## config.mk

```make
export PLATFORM = sky130hd
export DESIGN_NAME = cla_slice_sequencer_flat
export DESIGN_NICKNAME = d
export VERILOG_FILES = /design/src/rtl/cla_slice_sequencer_if.sv /design/src/rtl/cla_slice_sequencer.sv /design/src/flat_wrapper.sv
export SDC_FILE = /design/constraint.sdc
export NUM_CORES = 1
export LEC_CHECK = 0
export CELL_PAD_IN_SITES_DETAIL_PLACEMENT = 0
export CELL_PAD_IN_SITES_GLOBAL_PLACEMENT = 2
export CORE_MARGIN = 8
export CORE_UTILIZATION = 29
export DETAILED_ROUTE_END_ITERATION = 10
export PLACE_DENSITY = 0.85
export SKIP_CTS_REPAIR_TIMING = 1
export SLEW_MARGIN = 10
export SYNTH_ARGS = -nofsm -noshare
export SYNTH_HDL_FRONTEND = slang
export SYNTH_SLANG_ARGS = --single-unit
```

## constraint.sdc

```tcl
create_clock -name clk -period 2.6 [get_ports clk]
set_clock_uncertainty 0.2 [all_clocks]
set_input_delay 0.78 -clock clk [delete_from_list [all_inputs] [get_ports clk]]
set_output_delay 0.78 -clock clk [all_outputs]
set_load 0.1 [all_outputs]
```

## src/rtl/cla_slice_sequencer_if.sv

```systemverilog
// Request/response handshake bundle for the slice sequencer.
interface cla_slice_sequencer_if #(
  parameter int unsigned W = 20
);
  logic         in_valid;
  logic         in_ready;
  logic [W-1:0] op_a;
  logic [W-1:0] op_b;
  logic         op_cin;
  logic         out_valid;
  logic         out_ready;
  logic [W-1:0] result;
  logic         result_cout;

  modport master (
    output in_valid, op_a, op_b, op_cin, out_ready,
    input  in_ready, out_valid, result, result_cout
  );

  modport slave (
    input  in_valid, op_a, op_b, op_cin, out_ready,
    output in_ready, out_valid, result, result_cout
  );
endinterface

```

## src/rtl/cla_slice_sequencer.sv

```systemverilog
// Feeds a wide addition through a 5-bit CLA one slice at a time, LSB slice
// first, chaining the adder's carry-out into the next slice's carry-in.
module cla_slice_sequencer #(
  parameter int unsigned NSLICE    = 4,
  parameter int unsigned ADDER_LAT = 1
) (
  input  logic                 clk,
  input  logic                 rst_n,
  cla_slice_sequencer_if.slave bus,
  output logic [4:0]           a_in,
  output logic [4:0]           b_in,
  output logic                 cin,
  input  logic [4:0]           sum,
  input  logic                 cout,
  output logic                 busy
);
  localparam int unsigned W  = 5 * NSLICE;
  localparam int unsigned KW = (NSLICE > 1) ? $clog2(NSLICE) : 1;

  typedef enum logic [1:0] {IDLE, ISSUE, DONE} state_t;

  state_t          state_q, state_n;
  logic [KW-1:0]   k_q;
  logic [1:0]      cnt_q;
  logic [W-1:0]    a_sh, b_sh;
  logic [W-1:0]    a_nxt, b_nxt;
  logic [W-1:0]    result_q;
  logic            result_cout_q;
  logic [4:0]      a_in_q, b_in_q;
  logic            carry_q;
  logic            in_ready_w;
  logic            slice_end;
  logic            last_slice;

  assign in_ready_w = (state_q == IDLE) && rst_n;
  assign slice_end  = (state_q == ISSUE) && (cnt_q == 2'(ADDER_LAT));
  assign last_slice = (k_q == KW'(NSLICE - 1));

  // Latched operands are shifted down one slice at a time so slice k always
  // sits in the low 5 bits; this avoids variable-width operand selects.
  assign a_nxt = a_sh >> 5;
  assign b_nxt = b_sh >> 5;

  assign bus.in_ready    = in_ready_w;
  assign bus.out_valid   = (state_q == DONE);
  assign bus.result      = result_q;
  assign bus.result_cout = result_cout_q;
  assign a_in            = a_in_q;
  assign b_in            = b_in_q;
  // The carry register doubles as the registered cin output: it holds the
  // incoming carry for the current slice and is cleared outside ISSUE.
  assign cin             = carry_q;
  assign busy            = (state_q != IDLE);

  // State register.
  always_ff @(posedge clk) begin
    if (!rst_n) state_q <= IDLE;
    else        state_q <= state_n;
  end

  // Next-state logic.
  always_comb begin
    state_n = state_q;
    case (state_q)
      IDLE:    if (bus.in_valid && in_ready_w) state_n = ISSUE;
      ISSUE:   if (slice_end && last_slice)    state_n = DONE;
      DONE:    if (bus.out_ready)              state_n = IDLE;
      default: state_n = IDLE;
    endcase
  end

  // Operand capture, slice issue, result collection.
  always_ff @(posedge clk) begin
    if (!rst_n) begin
      k_q           <= '0;
      cnt_q         <= '0;
      a_sh          <= '0;
      b_sh          <= '0;
      result_q      <= '0;
      result_cout_q <= 1'b0;
      a_in_q        <= '0;
      b_in_q        <= '0;
      carry_q       <= 1'b0;
    end else begin
      case (state_q)
        IDLE: begin
          if (bus.in_valid) begin
            a_sh    <= bus.op_a;
            b_sh    <= bus.op_b;
            k_q     <= '0;
            cnt_q   <= '0;
            a_in_q  <= bus.op_a[4:0];
            b_in_q  <= bus.op_b[4:0];
            carry_q <= bus.op_cin;
          end
        end
        ISSUE: begin
          if (slice_end) begin
            result_q[int'(k_q) * 5 +: 5] <= sum;
            if (last_slice) begin
              result_cout_q <= cout;
              a_in_q        <= '0;
              b_in_q        <= '0;
              carry_q       <= 1'b0;
            end else begin
              k_q     <= k_q + 1'b1;
              cnt_q   <= '0;
              a_sh    <= a_nxt;
              b_sh    <= b_nxt;
              a_in_q  <= a_nxt[4:0];
              b_in_q  <= b_nxt[4:0];
              carry_q <= cout;
            end
          end else begin
            cnt_q <= cnt_q + 2'd1;
          end
        end
        default: ;
      endcase
    end
  end
endmodule
```

## src/flat_wrapper.sv

```systemverilog
// flat-port wrapper written by rule: the top's interface ports become plain ports
module cla_slice_sequencer_flat 
#(
  parameter int unsigned NSLICE    = 4,
  parameter int unsigned ADDER_LAT = 1
)
  (clk, rst_n, a_in, b_in, cin, sum, cout, busy, bus_in_valid, bus_op_a, bus_op_b, bus_op_cin, bus_out_ready, bus_in_ready, bus_out_valid, bus_result, bus_result_cout);
  cla_slice_sequencer_if bus_i ();
  input  logic clk;
  input  logic rst_n;
  output logic [4:0] a_in;
  output logic [4:0] b_in;
  output logic cin;
  input  logic [4:0] sum;
  input  logic cout;
  output logic busy;
  input wire logic [$bits(bus_i.in_valid)-1:0] bus_in_valid;
  input wire logic [$bits(bus_i.op_a)-1:0] bus_op_a;
  input wire logic [$bits(bus_i.op_b)-1:0] bus_op_b;
  input wire logic [$bits(bus_i.op_cin)-1:0] bus_op_cin;
  input wire logic [$bits(bus_i.out_ready)-1:0] bus_out_ready;
  output wire logic [$bits(bus_i.in_ready)-1:0] bus_in_ready;
  output wire logic [$bits(bus_i.out_valid)-1:0] bus_out_valid;
  output wire logic [$bits(bus_i.result)-1:0] bus_result;
  output wire logic [$bits(bus_i.result_cout)-1:0] bus_result_cout;
  assign bus_i.in_valid = bus_in_valid;
  assign bus_i.op_a = bus_op_a;
  assign bus_i.op_b = bus_op_b;
  assign bus_i.op_cin = bus_op_cin;
  assign bus_i.out_ready = bus_out_ready;
  assign bus_in_ready = bus_i.in_ready;
  assign bus_out_valid = bus_i.out_valid;
  assign bus_result = bus_i.result;
  assign bus_result_cout = bus_i.result_cout;
  cla_slice_sequencer #(.NSLICE(NSLICE), .ADDER_LAT(ADDER_LAT)) u_core (.clk(clk), .rst_n(rst_n), .bus(bus_i), .a_in(a_in), .b_in(b_in), .cin(cin), .sum(sum), .cout(cout), .busy(busy));
endmodule
```

# ---- Word-level counts from Yosys, hierarchy flattened
# Index checks and enable logic that the tools add are counted.
dict set report word_totals {
  register_bits 78
  latch_bits 0
  mem_bits_rw 0
  romBits 0
  out_inout_bits 35
  elab_cells 72
  n_memories 0
}
dict set report op_classes {
  n_addsub 3
  mul 1
  div_mod_pow 0
  order_cmp 0
  eq_ne 11
  shifts 2
  n_mux 32
  bitwise 0
  reduce_logical 13
}
# operator count
set op_table {}
lappend op_table {{two-way mux 20 bit} 6}
lappend op_table {{one-hot mux 20 bit (2 select lines)} 2}
lappend op_table {{negation 32 -> 33 bit} 1}
lappend op_table {{variable shift 5 x 33 -> 20 bit, first input constant} 1}
lappend op_table {{indexed part select 5 x 33 -> 20 bit} 1}
lappend op_table {{two-way mux 5 bit} 6}
lappend op_table {{bitwise mux 20 bit} 1}
lappend op_table {{one-hot mux 5 bit (2 select lines)} 2}
lappend op_table {{two-way mux 2 bit} 8}
lappend op_table {{AND reduction 3 bit} 4}
lappend op_table {{inequality test 2 bit, second input constant} 5}
lappend op_table {{one-hot mux 2 bit (2 select lines)} 2}
lappend op_table {{one-hot mux 2 bit (3 select lines)} 1}
lappend op_table {{multiplier 2 x 3 -> 5 bit, second input constant} 1}
lappend op_table {{adder 2 x 1 -> 2 bit, second input constant} 2}
lappend op_table {{== test 2 x 1 -> 1 bit, second input constant} 2}
lappend op_table {{== test 2 bit, second input constant} 2}
lappend op_table {{logical AND 1 bit} 4}
lappend op_table {{AND reduction 4 bit} 1}
lappend op_table {{nonzero test 2 bit} 2}
lappend op_table {{two-way mux 1 bit} 3}
lappend op_table {{inequality test 3 bit, second input constant} 1}
lappend op_table {{zero test 2 bit} 1}
lappend op_table {{inequality test 2 x 1 -> 1 bit, second input constant} 1}
lappend op_table {{other kinds (2)} 2}

# ---- Depth between registers and ports, before layout
dict set report logic_depth {
  word_depth 5
  ltp_mapped 6
  depth_no_buf 5
}

# ---- Least setup slack after synthesis
# No wires, ideal clock.
dict set report synth_path {
  path_kind {in2out}
  start {input port rst_n}
  end {output port bus_in_ready}
  t_arrival_ps 2672
  required_time_ps 1620
  path_slack_ps -1052
  path_stages 4
  n_path_buf 2
  path_cell_list {clkbuf_1 inv_1 clkbuf_1 nor2_1}
}
dict set report synth_via {
  elab_chain_cells 1
}
# item line_no
set synth_rtl {}
lappend synth_rtl {{start: declaration} flat_wrapper.sv:10} ;# input logic rst_n;
lappend synth_rtl {{logical AND 1 bit} cla_slice_sequencer.sv:35} ;# assign in_ready_w = (state_q == IDLE) && rst_n;
lappend synth_rtl {{end: declaration} flat_wrapper.sv:22} ;# output wire logic [$bits(bus_i.in_ready)-1:0] bus_in_ready;
# Every way passes these cells.

# ---- Worst setup path in the final report
dict set report layout_path {
  start {register u_core.state_q[0]}
  end {output port bus_in_ready}
}
dict set report layout_via {
  elab_chain_cells 2
}
# item line_no
set layout_rtl {}
lappend layout_rtl {{start: declaration} cla_slice_sequencer.sv:22} ;# state_t state_q, state_n;
lappend layout_rtl {{start signal: assignment} cla_slice_sequencer.sv:58} ;# else state_q <= state_n;
lappend layout_rtl {{zero test 2 bit} cla_slice_sequencer.sv:35}
lappend layout_rtl {{logical AND 1 bit} cla_slice_sequencer.sv:35}
# Every way passes these cells.

==> impl_table.tex <==
\begin{tabular}{lr}
\hline
Metric & Value \\
\hline
\multicolumn{2}{l}{\textbf{Run status}} \\
Run status & finished clean \\
\multicolumn{2}{l}{\textbf{STA}} \\
Max Fclk & 435 MHz \\
Final clock period utilization by the worst path & 88.5\% \\
Final hold violation count & 0 \\
Final number of setup-violating endpoints & 0 \\
Hold slack & 0.255 ns \\
Max Slew Vio Count & 0 \\
Setup slack of the critical path after layout & 0.299 ns \\
RSZ-0062 raised after global routing & no \\
Worst-Margin Slew & 0.554 ns \\
Remaining max-slew budget at the tightest pin & 63.0\% \\
Clock period minus worst slack & 2.30 ns \\
\multicolumn{2}{l}{\textbf{CTS}} \\
Clock-pin transition on the worst setup and hold timing paths & 0.05 ns \\
Number of buffers added by the clock tree synthesis step & 9 \\
Clock latency of the later-clocked register in the worst-skew pair & 0.32 ns \\
Clock H-tree levels & 3 \\
Maximum root-to-sink buffer count & 2 \\
TritonCTS clock tree & built \\
Root buffer cell & sky130\_fd\_sc\_hd\_\_clkbuf\_16 \\
Sinks on Clock Net & 68 \\
\multicolumn{2}{l}{\textbf{Critical path}} \\
Critical path fanouts, max & 9 \\
Type of the worst setup path & flip-flop to primary output \\
Cells along the critical path & or2\_1 -> nor2\_4 -> buf\_12 \\
Data required time of the worst path & 1.62 ns \\
Standard cell with the maximum stage delay on the critical path & sky130\_fd\_sc\_hd\_\_dfxtp\_2 \\
Crit start category & flip-flop \\
Endpoint arrival time on the critical path & 1.32 ns \\
Crit-path max cell delay & 0.38 ns \\
Element type at the critical path end & primary output \\
Crit path max-delay family & simple AND/OR/NAND/NOR gates \\
Number of buffer and inverter instances along the worst setup path & 1 \\
\multicolumn{2}{l}{\textbf{Die}} \\
Horizontal die dimension & 124 µm \\
Area of the placeable core & 11,400 µm² \\
Total Die Area & 15,400 µm² \\
I/O Pins & 86 \\
Effective utilization at floorplan & 29.6\% \\
Die height & 124 µm \\
Number of rows created at floorplan & 39 \\
\multicolumn{2}{l}{\textbf{Yosys}} \\
Mean Syn Cell Area & 9.06 µm² \\
Synthesis-stage register bit count & 68 \\
Synthesized instance count & 373 \\
Most common library cells after synthesis & 68 x sky130\_fd\_sc\_hd\_\_dfxtp\_1, 34 x sky130\_fd\_sc\_hd\_\_nand2\_1, 33 x sky130\_fd\_sc\_hd\_\_a21oi\_1 \\
Post-synthesis cell area & 3380 µm² \\
Share of flip-flops with an asynchronous set or reset & 0\% \\
Dominant cell type by area after synthesis & sky130\_fd\_sc\_hd\_\_dfxtp\_1 \\
Top cell type's share of synthesized area & 40.3\% \\
Number of distinct standard cells referenced by the synthesized netlist & 36 \\
Net count of the mapped netlist & 430 \\
Total of warnings raised by yosys & 0 \\
Cell types with the largest area share after synthesis & sky130\_fd\_sc\_hd\_\_dfxtp\_1 40\%, sky130\_fd\_sc\_hd\_\_mux2i\_1 5.9\%, sky130\_fd\_sc\_hd\_\_nand2b\_1 5.7\% \\
Library cell with the highest instance count after synthesis & sky130\_fd\_sc\_hd\_\_dfxtp\_1 \\
Count of flip-flops with a built-in enable after synthesis & 0 \\
Proportion of synthesized chip area in sequential cells & 40.3\% \\
Predominant post-synthesis flop cell & sky130\_fd\_sc\_hd\_\_dfxtp\_1 \\
\multicolumn{2}{l}{\textbf{Global routing}} \\
First-pass GRT wire length & 14.8 mm \\
Antenna violations before repair & 0 \\
GRT Residual Overflow & 0 \\
Largest net degree at the start of global routing & 54 \\
Number of global-route vias before repair & 2,873 \\
Global-route total usage across every layer & 12.1\% \\
\multicolumn{2}{l}{\textbf{Power and ir drop}} \\
PnR Total Power & 2790 µW \\
Power density cells & 612 nW/µm² \\
Maximum VDD drop & 0.320 mV \\
Pleak & 0.00174 µW \\
\multicolumn{2}{l}{\textbf{Job}} \\
Maxcap violations & 0 \\
\multicolumn{2}{l}{\textbf{Finish}} \\
Final layout net count & 504 \\
Non-filler cells in the finished layout & 593 \\
Area delta synth->final & 34.8\% \\
Ant. Diodes & 0 \\
Fraction of final layout cells with drive strength greater than 1 & 16.9\% \\
\multicolumn{2}{l}{\textbf{Drt}} \\
Number of iterations in the first detailed-routing pass & 4 \\
Remaining antenna violation count & 0 \\
Final WL & 9.25 mm \\
DRC violation count after routing & 0 \\
Initial drt markers & 210 \\
WL/cell & 15.6 µm \\
Post-DR vias/cell & 5.01 \\
Via total after detailed routing & 2,968 \\
\multicolumn{2}{l}{\textbf{Worst hold path}} \\
Min-delay worst type & flip-flop to flip-flop \\
\multicolumn{2}{l}{\textbf{Place}} \\
DPL Wire Length & 6.72 mm \\
Placed cell count & 579 \\
Place WS & 0.187 ns \\
Last weighted congestion value of the routability-driven placer & 0.740 \\
Number of buffers added on ports & 85 \\
\hline
\end{tabular}
==> worst paths after layout <==
| kind | from | to | slack, ns | cells after the start |
|---|---|---|---|---|
| worst max-delay path | u_core.state_q[0] | bus_in_ready | 0.30 | 3 |
| worst min register to register | u_core.a_sh[11] | u_core.a_sh[11] | 0.25 | 2 |
| worst max register to register | u_core.k_q[1] | u_core.bus.result[12] | 0.55 | 5 |
| worst min-delay path | u_core.a_sh[11] | u_core.a_sh[11] | 0.25 | 2 |
==> kinds of logic after synthesis <==
family                   synth area share (%)
multiplexers                             5.93
AND/OR/NAND/NOR                          21.0
adder cells (fa/ha/maj)                  2.22
buffers and inverters                    6.81
flip-flops                               40.3
AO/OA/AOI/OAI                            23.8
==> layer usage <==
layer / vias up / part of all wire (%) / global-route usage (%) / wire length (µm)
met5: - / 0 / 0 / 0
met4: 0 / 1.3 / 3.57 / 119
met3: 12 / 5.5 / 3.81 / 508
met2: 59 / 46 / 18.7 / 4230
met1: 1368 / 48 / 15.8 / 4400
li1: 1529 / - / - / -
==> per-stage QoR <==
step | setup TNS (ns) | instance area [µm²] | util [%]
floorplan | -0.308 | 3390 | -
global placement | 0 | 4280 | 37.5
detailed placement | 0 | 4280 | 37.5
CTS | 0 | 4550 | 39.9
global route | 0 | 4550 | 39.9
finish | 0 | 4550 | 39.9
==> final cells by class <==
cell class	count	area, µm²
fill	1149	6860
multi-input combinational	260	1800
sequential	68	1360
timing repair buffer	98	906
clock buffer	11	233
tap	143	179
clock inverter	3	40.0
inverter	10	37.5
==> registers in the layout, indices dropped and copies added (netlist names) <==
| name | cells |
|---|---|
| u_core.b_in | 5 |
| u_core.cnt_q | 2 |
| u_core.state_q | 2 |
| u_core.bus.result | 20 |
| u_core.a_in | 5 |
| u_core.a_sh | 15 |
| u_core.b_sh | 15 |
| u_core.bus.result_cout | 1 |
| u_core.cin | 1 |
| u_core.k_q | 2 |
==> placed cells by master (no fill, tap or decap), types with 3 or more instances in the layout <==
cell                              netlist  routed
sky130_fd_sc_hd__dfxtp_1               68      67
sky130_fd_sc_hd__clkdlybuf4s50_1        0      49
sky130_fd_sc_hd__buf_4                  3      44
sky130_fd_sc_hd__nand2_1               34      34
sky130_fd_sc_hd__a21oi_1               33      33
sky130_fd_sc_hd__nand2b_1              31      31
sky130_fd_sc_hd__o211ai_1              24      24
sky130_fd_sc_hd__o21ai_0               22      22
sky130_fd_sc_hd__nand4_1               20      20
sky130_fd_sc_hd__mux2i_1               20      20
sky130_fd_sc_hd__nand3b_1              11      11
sky130_fd_sc_hd__o311a_1               11      11
sky130_fd_sc_hd__a32oi_1               10      10
sky130_fd_sc_hd__inv_1                  9       9
sky130_fd_sc_hd__clkbuf_16              0       9
sky130_fd_sc_hd__o211ai_2               8       8
sky130_fd_sc_hd__ha_1                   6       6
sky130_fd_sc_hd__nand3_1                4       4
sky130_fd_sc_hd__buf_12                 0       4
sky130_fd_sc_hd__nor3b_1                3       3
sky130_fd_sc_hd__nor2_1                 5       3
sky130_fd_sc_hd__nor2b_1                3       3
==> power by group <==
group	switching, µW	total (µW)	internal (µW)
Clock	417	1140	728
Sequential	33.3	1130	1100
Combinational	308	510	202
Total	758	2790	2030
==> worst reg2reg max path, delay by kind of cell (launching register included) <==
kind | cells | cell delay [ns]
simple gates | 2 | 0.70
flops | 1 | 0.43
fa+ha+maj | 1 | 0.39
compound gates | 1 | 0.16
buf+inv | 1 | 0.12
Power figures use the tool's default switching activity.
